[config.mk]
export PLATFORM = sky130hd
export DESIGN_NAME = vec_chunk_buffer_flat
export DESIGN_NICKNAME = d
export VERILOG_FILES = /design/src/rtl/vec_chunk_buffer_if.sv /design/src/rtl/vec_chunk_buffer.sv /design/src/flat_wrapper.sv
export SDC_FILE = /design/constraint.sdc
export NUM_CORES = 1
export LEC_CHECK = 0
export BUFFER_PORTS_ARGS = -buffer_cell sky130_fd_sc_hd__buf_2
export CAP_MARGIN = 20
export CORE_UTILIZATION = 50
export CTS_BUF_LIST = sky130_fd_sc_hd__clkbuf_16
export DETAILED_ROUTE_END_ITERATION = 10
export PLACE_DENSITY = 0.76
export SLEW_MARGIN = 25
export SYNTH_ARGS = -nofsm -noshare
export SYNTH_HDL_FRONTEND = slang
export SYNTH_SLANG_ARGS = --single-unit
[constraint.sdc]
create_clock -name clk_in -period 2.9 [get_ports clk_in]
set_clock_uncertainty 0.1 [all_clocks]
set_input_delay 0.58 -clock clk_in [delete_from_list [all_inputs] [get_ports clk_in]]
set_output_delay 0.58 -clock clk_in [all_outputs]
set_load 0.03 [all_outputs]
[src/rtl/vec_chunk_buffer_if.sv]
// Sample-stream and chunk-read bundle for vec_chunk_buffer.
// master = producer/consumer side, slave = the buffer.
interface vec_chunk_buffer_if #(
  parameter int NBits       = 16,
  parameter int WorkingRegs = 4
);
  logic                                       in_valid;
  logic signed [NBits-1:0]                    in_sample;
  logic                                       in_ready;
  logic                                       out_data_ready;
  logic signed [WorkingRegs-1:0][NBits-1:0]   out_data;
  logic                                       req_chunk_in;
  logic                                       req_chunk_ptr_rst;
  logic                                       vec_done;

  modport master (
    output in_valid,
    output in_sample,
    output req_chunk_in,
    output req_chunk_ptr_rst,
    output vec_done,
    input  in_ready,
    input  out_data_ready,
    input  out_data
  );

  modport slave (
    input  in_valid,
    input  in_sample,
    input  req_chunk_in,
    input  req_chunk_ptr_rst,
    input  vec_done,
    output in_ready,
    output out_data_ready,
    output out_data
  );
endinterface

[src/rtl/vec_chunk_buffer.sv]
// Ping-pong vector buffer: packs a serial sample stream into vectors
// and replays the read bank as WorkingRegs-wide chunks.
module vec_chunk_buffer #(
  parameter int InVecLength = 8,
  parameter int WorkingRegs = 4,
  parameter int NBits       = 16
) (
  input  logic               clk_in,
  input  logic               rst_in,
  vec_chunk_buffer_if.slave  bus
);

  localparam int NChunks = InVecLength / WorkingRegs;
  localparam int IW = (InVecLength > 1) ? $clog2(InVecLength) : 1;
  localparam int CW = (NChunks > 1) ? $clog2(NChunks) : 1;

  typedef logic signed [NBits-1:0] samp_t;

  samp_t          mem_q [2][InVecLength];
  logic           wr_bank_q, wr_bank_d;
  logic           rd_bank_q, rd_bank_d;
  logic [IW-1:0]  wr_idx_q, wr_idx_d;
  logic [CW-1:0]  ptr_q, ptr_d;
  logic [1:0]     full_q, full_d;

  logic           wr_fire;
  logic           wr_last;
  logic           rd_rdy;
  logic           done_fire;

  logic signed [WorkingRegs-1:0][NBits-1:0] rd_chunk;

  always_comb begin
    rd_rdy    = full_q[rd_bank_q];
    wr_fire   = bus.in_valid & ~full_q[wr_bank_q];
    wr_last   = wr_fire & (wr_idx_q == IW'(InVecLength - 1));
    done_fire = bus.vec_done & rd_rdy;

    wr_bank_d = wr_bank_q;
    rd_bank_d = rd_bank_q;
    wr_idx_d  = wr_idx_q;
    ptr_d     = ptr_q;
    full_d    = full_q;

    if (wr_fire) begin
      wr_idx_d = wr_last ? '0 : wr_idx_q + 1'b1;
    end
    if (wr_last) begin
      full_d[wr_bank_q] = 1'b1;
      wr_bank_d         = ~wr_bank_q;
    end

    // A last write and a release always hit different banks
    if (done_fire) begin
      full_d[rd_bank_q] = 1'b0;
      rd_bank_d         = ~rd_bank_q;
      ptr_d             = '0;
    end else if (rd_rdy & bus.req_chunk_ptr_rst) begin
      ptr_d = '0;
    end else if (rd_rdy & bus.req_chunk_in) begin
      ptr_d = (ptr_q == CW'(NChunks - 1)) ? '0 : ptr_q + 1'b1;
    end
  end

  always_ff @(posedge clk_in or posedge rst_in) begin
    if (rst_in) begin
      wr_bank_q <= 1'b0;
      rd_bank_q <= 1'b0;
      wr_idx_q  <= '0;
      ptr_q     <= '0;
      full_q    <= '0;
    end else begin
      wr_bank_q <= wr_bank_d;
      rd_bank_q <= rd_bank_d;
      wr_idx_q  <= wr_idx_d;
      ptr_q     <= ptr_d;
      full_q    <= full_d;
    end
  end

  // Sample storage is left uninitialised by reset
  always_ff @(posedge clk_in) begin
    if (wr_fire) begin
      mem_q[wr_bank_q][wr_idx_q] <= bus.in_sample;
    end
  end

  always_comb begin
    rd_chunk = '0;
    if (rd_rdy) begin
      for (int i = 0; i < WorkingRegs; i++) begin
        rd_chunk[i] = mem_q[rd_bank_q][IW'(int'(ptr_q) * WorkingRegs + i)];
      end
    end
  end

  assign bus.in_ready       = ~full_q[wr_bank_q];
  assign bus.out_data_ready = rd_rdy;
  assign bus.out_data       = rd_chunk;

endmodule

[src/flat_wrapper.sv]
// flat-port wrapper written by rule: the top's interface ports become plain ports
module vec_chunk_buffer_flat 
#(
  parameter int InVecLength = 8,
  parameter int WorkingRegs = 4,
  parameter int NBits       = 16
)
  (clk_in, rst_in, bus_in_valid, bus_in_sample, bus_req_chunk_in, bus_req_chunk_ptr_rst, bus_vec_done, bus_in_ready, bus_out_data_ready, bus_out_data);
  vec_chunk_buffer_if #(.NBits(NBits), .WorkingRegs(WorkingRegs)) bus_i ();
  input  logic clk_in;
  input  logic rst_in;
  input wire logic [$bits(bus_i.in_valid)-1:0] bus_in_valid;
  input wire logic [$bits(bus_i.in_sample)-1:0] bus_in_sample;
  input wire logic [$bits(bus_i.req_chunk_in)-1:0] bus_req_chunk_in;
  input wire logic [$bits(bus_i.req_chunk_ptr_rst)-1:0] bus_req_chunk_ptr_rst;
  input wire logic [$bits(bus_i.vec_done)-1:0] bus_vec_done;
  output wire logic [$bits(bus_i.in_ready)-1:0] bus_in_ready;
  output wire logic [$bits(bus_i.out_data_ready)-1:0] bus_out_data_ready;
  output wire logic [$bits(bus_i.out_data)-1:0] bus_out_data;
  assign bus_i.in_valid = bus_in_valid;
  assign bus_i.in_sample = bus_in_sample;
  assign bus_i.req_chunk_in = bus_req_chunk_in;
  assign bus_i.req_chunk_ptr_rst = bus_req_chunk_ptr_rst;
  assign bus_i.vec_done = bus_vec_done;
  assign bus_in_ready = bus_i.in_ready;
  assign bus_out_data_ready = bus_i.out_data_ready;
  assign bus_out_data = bus_i.out_data;
  vec_chunk_buffer #(.InVecLength(InVecLength), .WorkingRegs(WorkingRegs), .NBits(NBits)) u_core (.clk_in(clk_in), .rst_in(rst_in), .bus(bus_i));
endmodule
==> results by group, run 1 <==
Outcome
  – Status: finished, final reports clean

Drt
  – Via-to-Cell Ratio: 5.65
  – Antenna viol nets, final: 0
  – Vias: about 4900
  – Drt wl/cell: 23.5 um
  – DR DRC count: 0
  – Drt pass-1 iters: 6
  – Violation count after the first detailed-route iteration: between 300 and 400
  – Final WL: 20500 um

Setup path
  – Critical path data arrival time: 2.18 ns
  – CP peak stage delay: 0.54 ns
  – Setup crit start: u_core.rd_bank_q
  – CP cell instances: buf_12 > buf_16 > mux4_2 > nor2b_1 > buf_2
  – Worst setup path endpoint: bus_out_data[26]
  – Setup crit start kind: flip-flop
  – Crit Path Max Fanout: 17
  – Critical Path End Type: output port
  – Worst path required time: 2.22 ns
  – Setup Crit Path Kind: reg -> out
  – Worst flop-to-flop path startpoint: u_core.wr_bank_q
  – R2r worst-path depth: 4
  – Reg2reg end: u_core.mem_q[1][85]
  – CP max stage cell: mux4_2
  – R2R setup slack: 0.56 ns

CTS
  – H-tree levels: 1
  – Clk buf depth: 3
  – CTS Sinks: 264
  – CTS buffer count: 26
  – CTS tree: done
  – Clock latency at the later pin of the worst-skew pair: 0.52 ns
  – Clock Tree Root: clkbuf_16
  – Clock transition at path regs: 0.06 ns

Layout
  – Final non-filler cell total: 871
  – Commonest non-fill, non-tap cells in the layout: 256 x edfxtp_1, 87 x buf_2, 65 x nor2b_1
  – Multi-input gate area: between 0.002 and 0.0025 mm^2
  – Commonest non-fill, non-tap cell in the layout: edfxtp_1
  – # fillers: 1411
  – N_diodes: 0
  – Final nets: 611
  – Register Area: 0.00790 mm^2
  – Final Instance Area: 0.0120 mm^2
  – Area added between synthesis and finish: 17.8%
  – Layout cell share with drive strength beyond 1: between 30% and 40%

Pwr
  – Clock power frac: 28.8%
  – Reg power frac: 40.9%
  – Sw frac: 30.5%
  – Leakage: 4.11 nW
  – Max VDD drop: around 610 uV
  – Int Pwr: 8.05 mW
  – Comb power frac: 30.3%
  – P_sw: 3.53 mW
  – Pwr/cell area: slightly below 1000 mW/mm^2

Floorplanning
  – Initial Utilization: 51.7%
  – DIE AREA: 0.0210 mm^2
  – FP Rows: just over 50
  – Core Area: 0.0198 mm^2
  – IO Pins: 88
  – Die Ht: 145 um
  – Die X-Extent: 145 um

Place
  – DP Area: 0.0111 mm^2
  – Port Buffers: 87
  – DP Cell Count: roughly 820
  – GP Congestion: 0.771
  – Post-DP HPWL: 11800 um

STA
  – Setup Viol. Count Final: 0
  – Max-Slew Margin vs Limit: 70.3%
  – Final Max Slew Viols: 0
  – Final hold viol count: 0
  – Maximum operating frequency: approximately 350 MHz
  – Hold WS: between 0.2 and 0.25 ns
  – Min Tclk post-route: 2.86 ns
  – RSZ-0062 raised after global routing: yes
  – Tcrit/Tclk final: 98.5%
  – Slew @ Worst Pin: roughly 0.44 ns

Yosys
  – Syn nets: 490
  – Avg Cell Area, Syn: roughly 22 um^2
  – Sequential area share after synthesis: slightly below 80%
  – Synth Instances: 466
  – Synth Cell Area: 0.0102 mm^2
  – Yosys Warn Count: 0
  – Seq cells post-synth: ~260
  – Synth unique cells: 29

GRT
  – Vias in the first global route: 5155
  – Largest net degree at the start of global routing: 38
  – First-pass GRT wire length: between 30000 and 40000 um
  – Overall routing resource usage: 20.2%
  – Initial antenna violation count: 0
  – Global route total overflow: 0

Job
  – Max-cap violations: 0

Hold path
  – HP Class: in -> reg
[worst min path at each step]
stage,from,end,slack [ns],cells after the start
floorplan,rst_in,u_core.full_q[0],0.30,1
global placement,rst_in,u_core.full_q[0],0.44,2
detailed placement,rst_in,u_core.full_q[0],0.47,2
CTS,bus_vec_done,u_core.rd_bank_q,0.22,2
global route,bus_vec_done,u_core.rd_bank_q,0.24,2
finish,bus_vec_done,u_core.rd_bank_q,0.24,2
[power groups by stage]
| stage | clock network (mW) | logic (mW) | registers (mW) |
|---|---|---|---|
| after floorplan | 0 | 2.61 | 4.69 |
| after global placement | 0 | 3.30 | 4.87 |
| after detailed placement | 0 | 3.35 | 4.90 |
| after CTS | 3.40 | 3.55 | 4.73 |
| after global routing | 3.54 | 3.75 | 4.77 |
| final | 3.33 | 3.51 | 4.74 |
[critical path: cells and delay by family (launching register included)]
family	cells	cell delay, ns
buffers and inverters	3	0.52
flip-flops	1	0.43
multiplexers	1	0.54
AND/OR/NAND/NOR	1	0.15
[metrics by stage]
| stage | setup slack (ns) | utilization [%] | setup TNS, ns | total power [mW] |
|---|---|---|---|---|
| finish | 0.0423 | 60.9 | 0 | 11.6 |
| detailed placement | 0.279 | 56.2 | 0 | 8.25 |
| floorplan | -0.404 | - | -25.88 | 7.30 |
| global route | -0.0436 | 60.9 | -0.313 | 12.1 |
| global placement | 0.310 | 56.2 | 0 | 8.17 |
| CTS | 0.0201 | 60.9 | 0 | 11.7 |
[sequential cells by signal, indices dropped and copies added, names as in the netlist]
name and cells:
u_core.rd_bank_q 1, u_core.wr_idx_q 3, u_core.full_q 2, u_core.mem_q 256
u_core.wr_bank_q 1, u_core.ptr_q 1
[synthesized netlist by cell type, drive strengths merged]
cell type	n	area (um^2)
a21oi	1	5.00
buf	18	149
nand4	1	6.26
a31oi	3	18.8
or4b	1	10.0
clkbuf	6	22.5
nand4b	2	17.5
or2	1	6.26
mux2	3	33.8
nor4	4	25.0
ha	2	25.0
nor3	1	5.00
inv	2	7.51
mux4	64	1440
mux2i	2	32.5
o22a	1	8.76
nor2	14	52.6
nand2b	2	12.5
o21ai	3	15.0
nor2b	66	420
edfxtp	256	7690
nand2	4	15.0
dfrtp	8	200
o31ai	1	7.51
[cell type report]
type                    instances  share of cell area (%)
flip-flops and latches        264                    65.5
clock inverters                20                    1.55
repair buffers                117                    6.28
inverters                       2                  0.0623
multi-input cells             176                    18.2
well taps                     265                    2.75
clock buffers                  27                    5.61
[what timing repair did]
item                       4_1_cts  5_1_grt
hold buffers                     1        0
buffers inserted                 4        0
setup endpoints to repair       65       27
resized for setup                1        2
hold endpoints to repair         8        0
[layer usage]
metal,wire [um],track usage (%)
met1,8580,28.4
met2,10100,32.3
met3,1450,4.50
met4,359,4.84
met5,0,0
[kinds of logic (layout without fill, tap and decap cells)]
group                      Yosys count  after routing  synth area share, %
AOI/OAI and AO/OA                    9              9                0.538
buffers and inverters               26            166                 1.75
and+or+nand+nor                     96             96                 5.58
adders and majority gates            2              2                0.245
DFF                                264            264                 77.1
muxes                               69             69                 14.7
Note: power is estimated with default switching activity, not from simulation.
==> run 2, diff against run 1 <==
- CAP_MARGIN: 20 -> unset
- PLACE_DENSITY: 0.76 -> 0.74
==> run 2 against run 1 <==
Net effect:
- die area is the same
- sequential power is essentially flat
- count of clock-buffer cells in the layout is the same
- first-iteration DRC count grew 5.7%
- register-to-register slack gained 0.06 ns
- critical endpoint is now bus_out_data[32]
- worst hold slack gained 0.026 ns
- critical path type unchanged
- maximum frequency grew 0.22%
- combinational power grew 4%
==> results by group, run 2 (same netlist as run 1, synthesis figures left out) <==
Layout
  – Layout Utilization: 61.5%
  – Top Registers: u_core.mem_q: 256 flops, u_core.wr_idx_q: 3 flops, u_core.full_q: 2 flops
  – Commonest non-fill, non-tap cells in the layout: 256 x edfxtp_1, 86 x buf_2, 65 x nor2b_1
  – Final Instance Area: 0.0122 mm^2
  – Area added between synthesis and finish: 18.9%
  – Commonest non-fill, non-tap cell in the layout: edfxtp_1
  – Final nets: 612
  – Most flops, register: u_core.mem_q
  – Max FFs per register: 256
  – Layout cell share with drive strength beyond 1: 38.5%
  – # fillers: about 1400
  – Multi-input gate area: 0.00220 mm^2
  – Register Area: 0.00789 mm^2

Place
  – Post-DP HPWL: 11900 um
  – GP Congestion: 0.746
  – DP Area: 0.0111 mm^2
  – Port Buffers: 87

CTS
  – Clock Tree Root: clkbuf_16
  – CTS Sinks: 264
  – CTS buffer count: 26
  – Clock latency at the later pin of the worst-skew pair: slightly above 0.5 ns
  – Clock transition at path regs: 0.06 ns
  – Clk buf depth: 3
  – CTS tree: done
  – H-tree levels: 1

Setup path
  – R2r worst-path depth: 4
  – Most used cell along the critical path: buf_12
  – Worst flop-to-flop path startpoint: u_core.wr_bank_q
  – Setup crit start: u_core.rd_bank_q
  – CP max stage cell: mux4_2
  – CP cell instances: buf_12 > buf_12 > mux4_2 > nor2b_1 > buf_2
  – WP buf/inv: 3
  – CP Depth: 5
  – CP delay by family, top: multiplexers
  – Setup crit start kind: flip-flop
  – Critical path data arrival time: roughly 2.2 ns
  – Setup Crit Path Kind: reg -> out
  – Critical Path End Type: output port
  – CP peak stage delay: 0.57 ns
  – Crit Path Max Fanout: 10
  – Worst path required time: around 2.2 ns

Floorplanning
  – Core Area: about 0.020 mm^2
  – Die Ht: 145 um
  – Die X-Extent: about 150 um
  – IO Pins: 88
  – FP Rows: 51
  – Initial Utilization: 51.7%
  – DIE AREA: roughly 0.021 mm^2

Drt
  – Vias: 4954
  – Drt wl/cell: 23.6 um
  – Violation count after the first detailed-route iteration: 411
  – Via-to-Cell Ratio: roughly 5.7
  – Antenna viol nets, final: 0
  – DR DRC count: 0
  – Drt pass-1 iters: 5
  – Final WL: 20600 um

GRT
  – Initial antenna violation count: 0
  – First-pass GRT wire length: just over 30000 um
  – Overall routing resource usage: between 10% and 20%
  – Vias in the first global route: 5261
  – Largest net degree at the start of global routing: 35
  – Global route total overflow: 0

STA
  – Min Tclk post-route: approximately 2.9 ns
  – Tcrit/Tclk final: 98.3%
  – RSZ-0062 raised after global routing: yes
  – Max-Slew Margin vs Limit: 73.2%
  – Slew @ Worst Pin: 0.402 ns
  – Hold WS: 0.265 ns
  – Fin Setup TNS: 0 ns
  – Maximum operating frequency: about 350 MHz
  – Final Max Slew Viols: 0
  – Final hold viol count: 0
  – Setup Viol. Count Final: 0

Pwr
  – Leakage: 4.14 nW
  – Pwr/cell area: 972 mW/mm^2
  – Max VDD drop: ~650 uV

Hold path
  – Hold Crit Depth: 2
  – HP Class: in -> reg
  – Hold path start: bus_vec_done

Job
  – Max-cap violations: 0

Outcome
  – Status: finished, final reports clean
==> run 2: metrics by stage <==
step                      total power [mW]  setup slack, ns  cells
final                                 11.8           0.0486    874
after CTS                             11.8           0.0420    871
after floorplan                       7.30           -0.404    466
after global placement                8.18            0.392    819
after detailed placement              8.26            0.351    819
after global routing                  12.3          -0.0142    873
==> run 2: routing by layer <==
layer  track usage [%]  vias to the layer above  share of wire (%)  routed length [um]
met1              27.2                     2588                 40                8320
met2              32.7                      184                 51               10600
li1                  -                     2140                  -                   -
met5                 0                        -                  0                   0
met4              6.60                        0                3.1                 643
met3              3.18                       42                5.4                1120
==> run 2: power breakdown <==
| group | total [mW] | internal [mW] | switching, mW |
|---|---|---|---|
| Clock | 3.47 | 2.14 | 1.34 |
| Combinational | 3.64 | 1.57 | 2.07 |
| Sequential | 4.71 | 4.53 | 0.181 |
==> run 2: what timing repair did <==
item / in CTS / in global routing
gates resized for setup: 0 / 6
hold endpoints to repair: 8 / 0
buffers inserted: 3 / 1
endpoints found under the setup margin: 56 / 4
gates cloned: 0 / 1
hold buffers: 1 / 0
==> run 2: layout make-up <==
type | instances | area share (%)
tap | 265 | 2.73
clock inverter | 21 | 1.91
sequential | 264 | 64.9
inverter | 2 | 0.0617
multi-input combinational | 176 | 18.1
clock buffer | 27 | 5.56
timing repair buffer | 118 | 6.76
antenna | 1 | 0.0206
==> run 2: final timing paths <==
check                           slack, ns                  end
min in group asynchronous            0.49   u_core.wr_idx_q[0]
worst min register to register       0.53   u_core.wr_idx_q[1]
worst max register to register       0.62  u_core.mem_q[0][92]
worst min-delay path                 0.26     u_core.rd_bank_q
max in group asynchronous            1.93     u_core.rd_bank_q
worst max-delay path                 0.05     bus_out_data[32]
